$ cat src/rtl/lane_merge4.sv
// Four-lane round-robin merge into one registered output stage with
// valid/ready handshakes on every lane and a delivered-word counter.
module lane_merge4 #(
    parameter int size = 8
) (
    input  logic            clk,
    input  logic            reset,
    input  logic [3:0]      in_valid,
    input  logic [size-1:0] in_data1,
    input  logic [size-1:0] in_data2,
    input  logic [size-1:0] in_data3,
    input  logic [size-1:0] in_data4,
    output logic [3:0]      in_ready,
    output logic            out_valid,
    output logic [size-1:0] out_data,
    output logic [1:0]      out_sel,
    input  logic            out_ready,
    output logic [15:0]     out_count
);

    logic            out_valid_q, out_valid_d;
    logic [size-1:0] out_data_q, out_data_d;
    logic [1:0]      out_sel_q, out_sel_d;
    logic [1:0]      rr_ptr_q, rr_ptr_d;
    logic [15:0]     out_count_q, out_count_d;

    logic [size-1:0] lane_data [4];
    logic [3:0]      rot_valid;
    logic            load_en;
    logic            grant_found;
    logic [1:0]      grant_idx;
    logic            in_xfer;

    assign lane_data[0] = in_data1;
    assign lane_data[1] = in_data2;
    assign lane_data[2] = in_data3;
    assign lane_data[3] = in_data4;

    // Rotate the request vector so that position 0 is the current priority lane.
    generate
        for (genvar gi = 0; gi < 4; gi++) begin : g_rot
            assign rot_valid[gi] = in_valid[rr_ptr_q + 2'(gi)];
        end
    endgenerate

    always_comb begin
        grant_found = 1'b0;
        grant_idx   = 2'd0;
        for (int k = 3; k >= 0; k--) begin
            if (rot_valid[k]) begin
                grant_found = 1'b1;
                grant_idx   = rr_ptr_q + 2'(k);
            end
        end
    end

    assign load_en = !out_valid_q || out_ready;
    assign in_xfer = grant_found && load_en && !reset;

    always_comb begin
        in_ready = 4'b0000;
        if (in_xfer) begin
            in_ready[grant_idx] = 1'b1;
        end
    end

    always_comb begin
        out_valid_d = out_valid_q;
        out_data_d  = out_data_q;
        out_sel_d   = out_sel_q;
        rr_ptr_d    = rr_ptr_q;
        out_count_d = out_count_q;
        if (out_valid_q && out_ready) begin
            out_count_d = out_count_q + 16'd1;
        end
        if (load_en) begin
            out_valid_d = grant_found;
            if (grant_found) begin
                out_data_d = lane_data[grant_idx];
                out_sel_d  = grant_idx;
                rr_ptr_d   = grant_idx + 2'd1;
            end
        end
    end

    always_ff @(posedge clk) begin
        if (reset) begin
            out_valid_q <= 1'b0;
            out_data_q  <= '0;
            out_sel_q   <= 2'd0;
            rr_ptr_q    <= 2'd0;
            out_count_q <= 16'd0;
        end else begin
            out_valid_q <= out_valid_d;
            out_data_q  <= out_data_d;
            out_sel_q   <= out_sel_d;
            rr_ptr_q    <= rr_ptr_d;
            out_count_q <= out_count_d;
        end
    end

    assign out_valid = out_valid_q;
    assign out_data  = out_data_q;
    assign out_sel   = out_sel_q;
    assign out_count = out_count_q;

endmodule

$ cat config.mk
export PLATFORM = sky130hd
export DESIGN_NAME = lane_merge4
export DESIGN_NICKNAME = d
export VERILOG_FILES = /design/src/rtl/lane_merge4.sv
export SDC_FILE = /design/constraint.sdc
export NUM_CORES = 1
export LEC_CHECK = 0
export CAP_MARGIN = 20
export CORE_ASPECT_RATIO = 0.75
export CORE_UTILIZATION = 41
export CTS_CLUSTER_SIZE = 16
export DETAILED_ROUTE_END_ITERATION = 6
export HOLD_SLACK_MARGIN = 0.03
export PLACE_DENSITY = 0.79
export SYNTH_ARGS = -nofsm -noshare
export SYNTH_HDL_FRONTEND = slang
export SYNTH_SLANG_ARGS = --single-unit
$ cat constraint.sdc
create_clock -name clk -period 2.1 [get_ports clk]
set_input_delay 0.42 -clock clk [delete_from_list [all_inputs] [get_ports clk]]
set_output_delay 0.42 -clock clk [all_outputs]
set_load 0.03 [all_outputs]
==> out/qor.csv, run 1 <==
stage;metric;value;unit
worst_setup_path;path_class;input pin to output pin;
grt;grt.total_usage;0.257;
finish;final_common_cell;clkdlybuf4s50_1;
detailed_routing;wl;4950;µm
synthesis;netlist_instances;164;
worst_setup_path;critPathLaunch;in_valid[1];
worst_setup_path;cp_max_fo;4;
worst_setup_path;regToRegStartpoint;rr_ptr_q[1];
worst_setup_path;timing.critical_path.mode_cell;buf_6;
synthesis;synth.distinct_cells;34;
synthesis;syn_area;0.00155;mm²
floorplan;num_rows;18;
placed_design;io_buffers;69;
clock_network;cts.clk_slew.worst_paths;60;ps
placed_design;gp_congestion;0.795;
sta;max_slew_margin;0.762;
finish;diodes;0;
floorplan;die_area;0.00404;mm²
grt;grt_overflow;0;
grt;grt_pass1_wl;7910;µm
worst_setup_path;cp_slowest_cell;dlygate4sd2_1;
synthesis;seq_area_frac_synth;0.374;
sta;layout_min_cycle_time;2090;ps
sta;finalMaxSlewViolations;0;
grt;grt_util_met2;0.450;
clock_network;hold_buffers;0;
sta;setup_viol;0;
clock_network;numCtsBuffers;5;
detailed_routing;wl_per_cell;16.1;µm
detailed_routing;drt_first_pass_iters;4;
grt;grt_max_degree;14;
sta;timing_hold_violations_final;0;
placed_design;hpwl;3650;µm
worst_setup_path;crit_buf_inv;3;
sta;min_period_over_period;0.994;
sta;tightest_slew;355;ps
detailed_routing;drt_iter0_markers;110;
clock_network;cts_tree;built;
worst_setup_path;cp_top_family;buffers and inverters;
finish;fill_cells;258;
worst_setup_path;rr_worst_depth;8;
worst_setup_path;r2r_setup_slack;160;ps
detailed_routing;vias;1601;
worst_hold_path;worstHoldEndpoint;out_sel[0];
floorplan;die_x;73.0;µm
floorplan;start_util;0.450;
sta;fin_ws;13.5;ps
worst_hold_path;worstHoldPathCells;2;
finish;syn2layout_area_growth;66.5;%
grt;antenna_found_initial;0;
grt;top_usage_layer;met2;
power;p_per_area;623;mW/mm²
worst_setup_path;startpoint_type;input pin;
finish;finalNetCount;297;
sta;fmax;479;MHz
power;vdd_drop_max;0.527;mV
sta;hold-worst-slack;473;ps
synthesis;syn_avg_cell_area;9.46;µm²
clock_network;htree_levels;2;
worst_setup_path;cp.arrival;1670;ps
synthesis;yosysWarnings;0;
sta;fin_skew;4.47;ps
worst_hold_path;hp-class;flop to flop;
run;drv_cap;0;
clock_network;clock_latency;280;ps
clock_network;clockBufferDepth;2;
detailed_routing;drt-vias-per-instance;5.21;
floorplan;core_area;0.00345;mm²
sta;setup-tns-final;0;ps
floorplan;die_h;55.3;µm
placed_design;place_ws;-301;ps
clock_network;cts-root-buf;clkbuf_8;
clock_network;numClockSinks;29;
synthesis;synth_fp_nets;204;
floorplan;ios;70;
detailed_routing;antenna_left;0;
worst_setup_path;max_stage_delay;260;ps
worst_setup_path;timing.rr.end;out_data[3];
sta;grt_setup_unrepaired;yes;
finish;layout-drive-gt1-share;0.241;
run_status;status;completed;
grt;met1_usage;0.304;
worst_setup_path;critical_path.endpoint_type;output pin;
power;leakage;1.02;nW
worst_setup_path;path_cells;dlygate4sd2_1 > buf_6 > nor4_4 > a21oi_2 > o221a_2 > and3b_1 > buf_6;
synthesis;ys_ff_latch;29;
worst_hold_path;min-delay-start;out_sel[0];
worst_setup_path;required;1680;ps
finish;layout_common_cells;60 x clkdlybuf4s50_1, 27 x dfxtp_1, 26 x buf_4;
grt;grt_pass1_vias;1662;
grt;grt.met3_usage;0.0529;
detailed_routing;drc_errors;0;
[worst max-delay path by stage]
stage	endpoint	cells past startpoint	slack (ps)
detailed placement	in_ready[3]	7	-300
floorplan	in_ready[0]	7	-60
finish	in_ready[3]	7	10
global route	in_ready[3]	7	-60
CTS	in_ready[3]	7	1
global placement	in_ready[1]	7	-250
[worst min-delay path, delay by kind of cell (launching register included)]
family,cells,cell delay [ps]
and+or+nand+nor,1,60
DFF,1,310
AOI/OAI and AO/OA,1,60
[power breakdown]
part	total [mW]	internal (mW)	switching [mW]
registers	0.617	0.588	0.0291
clock network	0.461	0.259	0.202
logic	0.532	0.271	0.260
[per-stage QoR]
step | total power [mW] | cell area (µm²) | utilization | instances
after floorplan | 0.905 | 1560 | - | 164
after global placement | 1.10 | 2400 | 0.698 | 295
after detailed placement | 1.11 | 2400 | 0.698 | 295
after CTS | 1.59 | 2550 | 0.740 | 305
after global routing | 1.67 | 2580 | 0.749 | 307
final | 1.61 | 2580 | 0.749 | 307
[repair_timing]
action	4_1_cts	5_1_grt
hold endpoints to repair	0	0
setup buffers	3	2
pin swaps	7	6
setup endpoints to repair	4	4
resized for setup	15	11
[final cells by class]
type | count | area [µm²] | share of cell area
multi-input cells | 123 | 960 | 0.372
repair buffers | 95 | 877 | 0.340
flip-flops and latches | 29 | 586 | 0.227
clock buffers | 7 | 86.3 | 0.0334
well taps | 50 | 62.6 | 0.0242
inverters | 3 | 11.3 | 0.00436
[state kept, by name, indices dropped and copies added (netlist names)]
name and flops:
rr_ptr_q 2, out_count 16, out_sel 2, out_valid 1, out_data 8
[per-layer routing]
layer	share of wire	wire length [µm]
met4	0.023	114
met2	0.52	2560
met3	0.045	221
met1	0.41	2050
met5	0	0
[cell usage after synthesis]
| library cell | n | area share |
|---|---|---|
| and2_1 | 1 | 0.0040 |
| dfxtp_1 | 29 | 0.37 |
| nor3_4 | 1 | 0.010 |
| a21o_1 | 1 | 0.0048 |
| mux2i_1 | 17 | 0.11 |
| nor2_1 | 22 | 0.053 |
| buf_8 | 1 | 0.0097 |
| buf_4 | 1 | 0.0048 |
| or2_2 | 1 | 0.0040 |
| nand4_1 | 3 | 0.012 |
| nand2_1 | 9 | 0.022 |
| o221a_2 | 1 | 0.0073 |
| and4_1 | 2 | 0.011 |
| o21bai_1 | 8 | 0.039 |
| buf_6 | 1 | 0.0073 |
| and3b_1 | 2 | 0.011 |
| nor4_1 | 1 | 0.0040 |
| buf_2 | 2 | 0.0065 |
| nor4_2 | 2 | 0.016 |
| a21oi_1 | 9 | 0.029 |
| o21a_1 | 1 | 0.0048 |
| clkbuf_1 | 4 | 0.0097 |
| ha_1 | 1 | 0.0081 |
| o21ai_0 | 1 | 0.0032 |
| a211oi_1 | 2 | 0.0097 |
| inv_1 | 3 | 0.0073 |
| nor3b_1 | 2 | 0.0097 |
| or3_1 | 1 | 0.0040 |
| nand3_1 | 9 | 0.029 |
| xnor2_1 | 5 | 0.028 |
| xor2_1 | 10 | 0.056 |
| and3_1 | 2 | 0.0081 |
| o22ai_1 | 1 | 0.0040 |
| a221oi_2 | 8 | 0.077 |
[kinds of logic after synthesis]
group	after synthesis	share of synthesized area
AND/OR/NAND/NOR	58	0.199
adder cells (fa/ha/maj)	1	0.00806
multiplexers	17	0.110
XOR/XNOR	15	0.0847
AO/OA/AOI/OAI	32	0.179
buffers and inverters	12	0.0452
flip-flops	29	0.374
No activity file was read; power rests on OpenSTA's default activity.
==> run 2, diff against run 1 <==
Settings changed: PLACE_DENSITY 0.79 to unset, PLACE_DENSITY_LB_ADDON set to 0.1.
==> run 2 against run 1 <==
Against the previous run:
- clock skew is 2.0 ps lower
- largest cell class unchanged
- register-to-register slack lost 40 ps
- critical path depth fell by 1
- combinational power up 4.3%
- largest power group unchanged
- worst hold slack lost 13 ps
- highest routed layer unchanged
- clock-buffer cell count shrank 1
- die area unchanged
- sequential cell count unchanged
==> out/qor.csv, run 2 (same netlist as run 1, synthesis figures left out) <==
stage;metric;value;unit;change
finish;largest_reg_flops;16;;unchanged
clock_network;htree_levels;2;;unchanged
grt;grt.total_usage;0.219;;-0.0377
floorplan;die_area;0.00404;mm²;unchanged
clock_network;cts-root-buf;clkbuf_8;;
finish;final_common_cell;clkdlybuf4s50_1;;
power;p_per_area;613;mW/mm²;-1.7%
worst_setup_path;max_stage_delay;380;ps;+120 ps
clock_network;numClockSinks;29;;unchanged
grt;grt_pass1_wl;6880;µm;-13%
placed_design;hpwl;3110;µm;-15%
floorplan;num_rows;18;;unchanged
sta;tightest_slew;372;ps;+16.4 ps
placed_design;io_buffers;69;;unchanged
floorplan;die_h;55.3;µm;unchanged
sta;min_period_over_period;0.982;;-0.0116
detailed_routing;antenna_left;0;;unchanged
power;vdd_drop_max;0.437;mV;-17%
detailed_routing;wl;4310;µm;-13%
placed_design;gp_congestion;0.808;;+1.7%
power;leakage;1.05;nW;+2.3%
finish;syn2layout_area_growth;69.1;%;
detailed_routing;vias;1555;;-2.9%
detailed_routing;drt-vias-per-instance;4.97;;-4.7%
sta;max_slew_margin;0.751;;-0.0110
finish;fill_cells;250;;-3.1%
power;p_total;1.61;mW;-0.11%
floorplan;ios;70;;unchanged
clock_network;clockBufferDepth;2;;unchanged
clock_network;numCtsBuffers;5;;unchanged
finish;layout-drive-gt1-share;0.262;;+0.0211
finish;diodes;0;;unchanged
placed_design;place_ws;-349;ps;-48.3 ps
detailed_routing;drc_errors;0;;unchanged
worst_setup_path;cp_slowest_cell;nor4_4;;
grt;antenna_found_initial;0;;unchanged
clock_network;clock_latency;280;ps;about the same
finish;layout_common_cells;60 x clkdlybuf4s50_1, 30 x buf_4, 27 x dfxtp_1;;
worst_setup_path;cp.arrival;1640;ps;-30 ps
clock_network;cts_tree;built;;
worst_setup_path;cp_max_fo;4;;unchanged
finish;fin_util;0.761;;+0.0120
sta;finalMaxSlewViolations;0;;unchanged
floorplan;die_x;73.0;µm;unchanged
worst_setup_path;critical_path.endpoint_type;output pin;;
worst_hold_path;hp-class;flop to flop;;
detailed_routing;drt_first_pass_iters;4;;unchanged
run;drv_cap;0;;unchanged
sta;timing_hold_violations_final;0;;unchanged
detailed_routing;wl_per_cell;13.8;µm;-15%
worst_setup_path;cp_top_family;simple AND/OR/NAND/NOR gates;;
worst_setup_path;path_class;input pin to output pin;;
worst_setup_path;path_cells;clkdlybuf4s15_1 > nor4_4 > a21oi_2 > and2_4 > nor3b_2 > buf_4;;
finish;multi_input_area;966;µm²;+0.65%
sta;layout_min_cycle_time;2060;ps;-24.4 ps
grt;grt_overflow;0;;unchanged
clock_network;cts.clk_slew.worst_paths;60;ps;about the same
worst_setup_path;crit_buf_inv;2;;-1
grt;grt_max_degree;14;;unchanged
detailed_routing;drt_iter0_markers;88;;-20%
sta;fin_ws;38.0;ps;+24.4 ps
sta;fin_skew;2.48;ps;-1.99 ps
finish;finalNetCount;302;;+1.7%
floorplan;core_area;0.00345;mm²;unchanged
grt;grt_pass1_vias;1476;;-11%
floorplan;start_util;0.450;;unchanged
worst_setup_path;required;1680;ps;about the same
run_status;status;completed;;
sta;setup_viol;0;;unchanged
finish;ff_latch_area;586;µm²;unchanged
worst_setup_path;startpoint_type;input pin;;
sta;fmax;485;MHz;+1.2%
worst_setup_path;r2r_setup_slack;120;ps;-40 ps
## run 2: final cells by class
type                            count  area share
Sequential cell                    29       0.223
Inverter                            3     0.00429
Timing Repair Buffer              100       0.349
Clock inverter                      2     0.00381
Clock buffer                        6      0.0277
Multi-Input combinational cell    123       0.368
Tap cell                           50      0.0238
## run 2: where the power goes
group | internal, mW | leakage, nW | switching, mW | total, mW
clock network | 0.229 | 0.0450 | 0.211 | 0.440
logic | 0.287 | 0.763 | 0.268 | 0.555
registers | 0.587 | 0.238 | 0.0259 | 0.613
## run 2: worst register-to-register path: cells and delay by family, from the launching register on
kind | cells | cell delay [ps]
flops | 1 | 370
buf+inv | 3 | 480
simple gates | 2 | 420
mux | 2 | 480
compound gates | 1 | 100
## run 2: metal layers
layer	global-route usage	up-vias	wire, µm	share of wire
li1	-	783	-	-
met1	0.287	723	1980	0.46
met2	0.351	43	2040	0.47
met3	0.0602	6	231	0.054
met4	0.0616	0	61	0.014
met5	0	-	0	0
## run 2: per-stage QoR
stage	cell area (µm²)	cells	TNS, ps	hold WS [ps]
final	2620	313	0	460
after global routing	2620	313	-75.8	479
after CTS	2560	307	0	461
after detailed placement	2410	296	-3660	449
after global placement	2410	296	-2580	447
after floorplan	1560	164	-63.6	491
## run 2: worst paths after layout
path                                   from           to  cells after the start
worst max-delay path            in_valid[3]  in_ready[0]                      6
worst min-delay path             out_sel[0]   out_sel[0]                      2
worst max register to register  rr_ptr_q[1]  out_data[5]                      8
worst min register to register   out_sel[0]   out_sel[0]                      2
## run 2: timing repair
action                     4_1_cts  5_1_grt
setup endpoints to repair        8        4
hold buffers                     0        0
setup buffers                    3        6
pin swaps                        8        5
gates resized for setup         17       13
==> run 3, diff against run 2 <==
Settings changed: SKIP_CTS_REPAIR_TIMING set to 1.
Clock period 2.1 ns to 2.6 ns, I/O delays scaled along.
==> run 3 against run 2 <==
Against the previous run:
- power down 18%
- worst hold slack better by 19 ps
- clock power shrank 4%
- worst setup slack improved by 32 ps
- wire length down 2.3%
- global-route usage increased by 0.98 points
- via count shrank 2.2%
- die area is the same
- largest cell class unchanged
==> out/qor.csv, run 3 (same netlist as run 1, synthesis figures left out) <==
stage;metric;value;unit;change
finish;diodes;0;;unchanged
sta;layout_min_cycle_time;2530;ps;
grt;grt_pass1_wl;7190;µm;+4.5%
finish;syn2layout_area_growth;61.8;%;
clock_network;clock_latency;290;ps;about the same
clock_network;numClockSinks;29;;unchanged
finish;fill_cells;276;;+10%
worst_setup_path;path_cells;clkdlybuf4s50_1 > o21a_1 > o22ai_1 > buf_4 > nor4_2 > buf_4;;
clock_network;cts.clk_slew.worst_paths;60;ps;about the same
sta;setup_viol;0;;unchanged
grt;grt_max_degree;14;;unchanged
finish;multi_input_area;935;µm²;-3.2%
worst_setup_path;cp_slowest_cell;clkdlybuf4s50_1;;
sta;timing_hold_violations_final;0;;unchanged
detailed_routing;drt_iter0_markers;39;;-56%
sta;max_slew_margin;0.677;;-0.0741
worst_setup_path;crit_buf_inv;3;;+1
worst_setup_path;cp_top_family;buffers and inverters;;
clock_network;htree_levels;2;;unchanged
sta;finalMaxSlewViolations;0;;unchanged
sta;tightest_slew;480;ps;+108 ps
detailed_routing;wl_per_cell;14.1;µm;+2.2%
finish;largest_reg_flops;16;;unchanged
worst_setup_path;timing.critical_path.to;in_ready[2];;
sta;fin_skew;7.77;ps;+5.28 ps
grt;grt_overflow;0;;unchanged
floorplan;die_h;55.3;µm;unchanged
detailed_routing;drt_first_pass_iters;4;;unchanged
worst_setup_path;timing.critical_path.mode_cell;buf_4;;
floorplan;ios;70;;unchanged
sta;min_period_over_period;0.973;;
power;p_per_area;524;mW/mm²;-14%
finish;layout-drive-gt1-share;0.193;;-0.0696
worst_setup_path;regToRegStartpoint;rr_ptr_q[1];;
power;leakage;0.997;nW;-4.7%
worst_setup_path;startpoint_type;input pin;;
worst_setup_path;path_depth;6;;unchanged
finish;ff_latch_area;581;µm²;-0.85%
floorplan;start_util;0.450;;unchanged
placed_design;io_buffers;69;;unchanged
clock_network;numCtsBuffers;5;;unchanged
clock_network;cts_tree;built;;
finish;layout_common_cells;62 x clkdlybuf4s50_1, 29 x dfxtp_1, 22 x nor2_1;;
sta;grt_setup_unrepaired;no;;
finish;final_cells;299;;-4.5%
detailed_routing;drt-vias-per-instance;5.09;;+2.4%
detailed_routing;vias;1521;;-2.2%
clock_network;cts-root-buf;clkbuf_8;;
floorplan;num_rows;18;;unchanged
run;drv_cap;0;;unchanged
worst_hold_path;hp-class;flop to flop;;
worst_setup_path;cp_max_fo;4;;unchanged
power;vdd_drop_max;0.401;mV;-8.1%
detailed_routing;antenna_left;0;;unchanged
grt;antenna_found_initial;0;;unchanged
worst_setup_path;r2r_setup_slack;760;ps;+640 ps
floorplan;die_area;0.00404;mm²;unchanged
grt;grt.total_usage;0.229;;+0.00982
sta;fmax;395;MHz;
worst_setup_path;timing.rr.end;out_data[0];;
worst_setup_path;required;2080;ps;+400 ps
detailed_routing;wl;4210;µm;-2.3%
placed_design;dp_cells;290;;-2.0%
worst_setup_path;rr_worst_depth;6;;-2
run_status;status;completed;;
floorplan;die_x;73.0;µm;unchanged
worst_hold_path;min-delay-start;out_sel[0];;
worst_setup_path;path_class;input pin to output pin;;
worst_setup_path;critical_path.endpoint_type;output pin;;
finish;finalNetCount;288;;-4.6%
worst_setup_path;cp.arrival;2010;ps;+370 ps
worst_setup_path;max_stage_delay;570;ps;+190 ps
detailed_routing;drc_errors;0;;unchanged
placed_design;hpwl;3200;µm;+2.8%
clock_network;clockBufferDepth;2;;unchanged
worst_setup_path;critPathLaunch;in_valid[2];;
worst_hold_path;worstHoldPathCells;2;;unchanged
sta;hold-worst-slack;479;ps;+19.1 ps
finish;final_common_cell;clkdlybuf4s50_1;;
floorplan;core_area;0.00345;mm²;unchanged
placed_design;gp_congestion;0.810;;+0.24%
grt;grt_pass1_vias;1582;;+7.2%
[run 3: changes by cell type in the layout (fill, tap and decap cells not counted), moves of 2 or more]
cell	before	now
buf_4	30	20
buf_6	5	1
clkbuf_2	3	0
clkbuf_8	5	7
clkdlybuf4s50_1	60	62
dfxtp_1	27	29
dlymetal6s2s_1	0	3
[run 3: layout make-up]
cell class | count | area share
clock buffer | 7 | 0.0384
tap | 50 | 0.0249
sequential | 29 | 0.231
inverter | 3 | 0.00449
clock inverter | 1 | 0.00199
multi-input combinational | 123 | 0.372
timing repair buffer | 86 | 0.327
[run 3: worst min path at each step]
stage | end | slack [ps]
global placement | out_sel[0] | 450
floorplan | rr_ptr_q[0] | 490
CTS | out_sel[0] | 480
finish | out_sel[0] | 480
global route | out_sel[0] | 510
detailed placement | out_sel[0] | 470
[run 3: report_power, final]
part           internal [mW]  switching (mW)  leakage [nW]
sequential             0.473          0.0257         0.237
clock                  0.239           0.182        0.0542
combinational          0.200           0.196         0.706
[run 3: per-layer routing]
layer  vias up  part of all wire  routed length (µm)  global-route usage
met5         -                 0                   0                   0
li1        761                 -                   -                   -
met3         7             0.047                 199              0.0566
met1       713              0.47                1970               0.288
met4         0             0.012                  51              0.0952
met2        40              0.47                1990               0.370
[run 3: tightest hold or removal path, delay by kind of cell, from the launching register on]
kind,cells,cell delay (ps)
flip-flops,1,320
AND/OR/NAND/NOR,1,50
AO/OA/AOI/OAI,1,60
[run 3: metrics by stage]
stage	setup WS [ps]	setup TNS [ps]	area, µm²	power (mW)	util
after floorplan	39.9	0	1560	0.730	-
after global placement	-8.50	-10.8	2360	0.883	0.685
after detailed placement	-57.7	-140	2360	0.892	0.685
after CTS	-78.3	-212	2460	1.31	0.715
after global routing	10.7	0	2510	1.37	0.728
final	70.1	0	2510	1.32	0.728
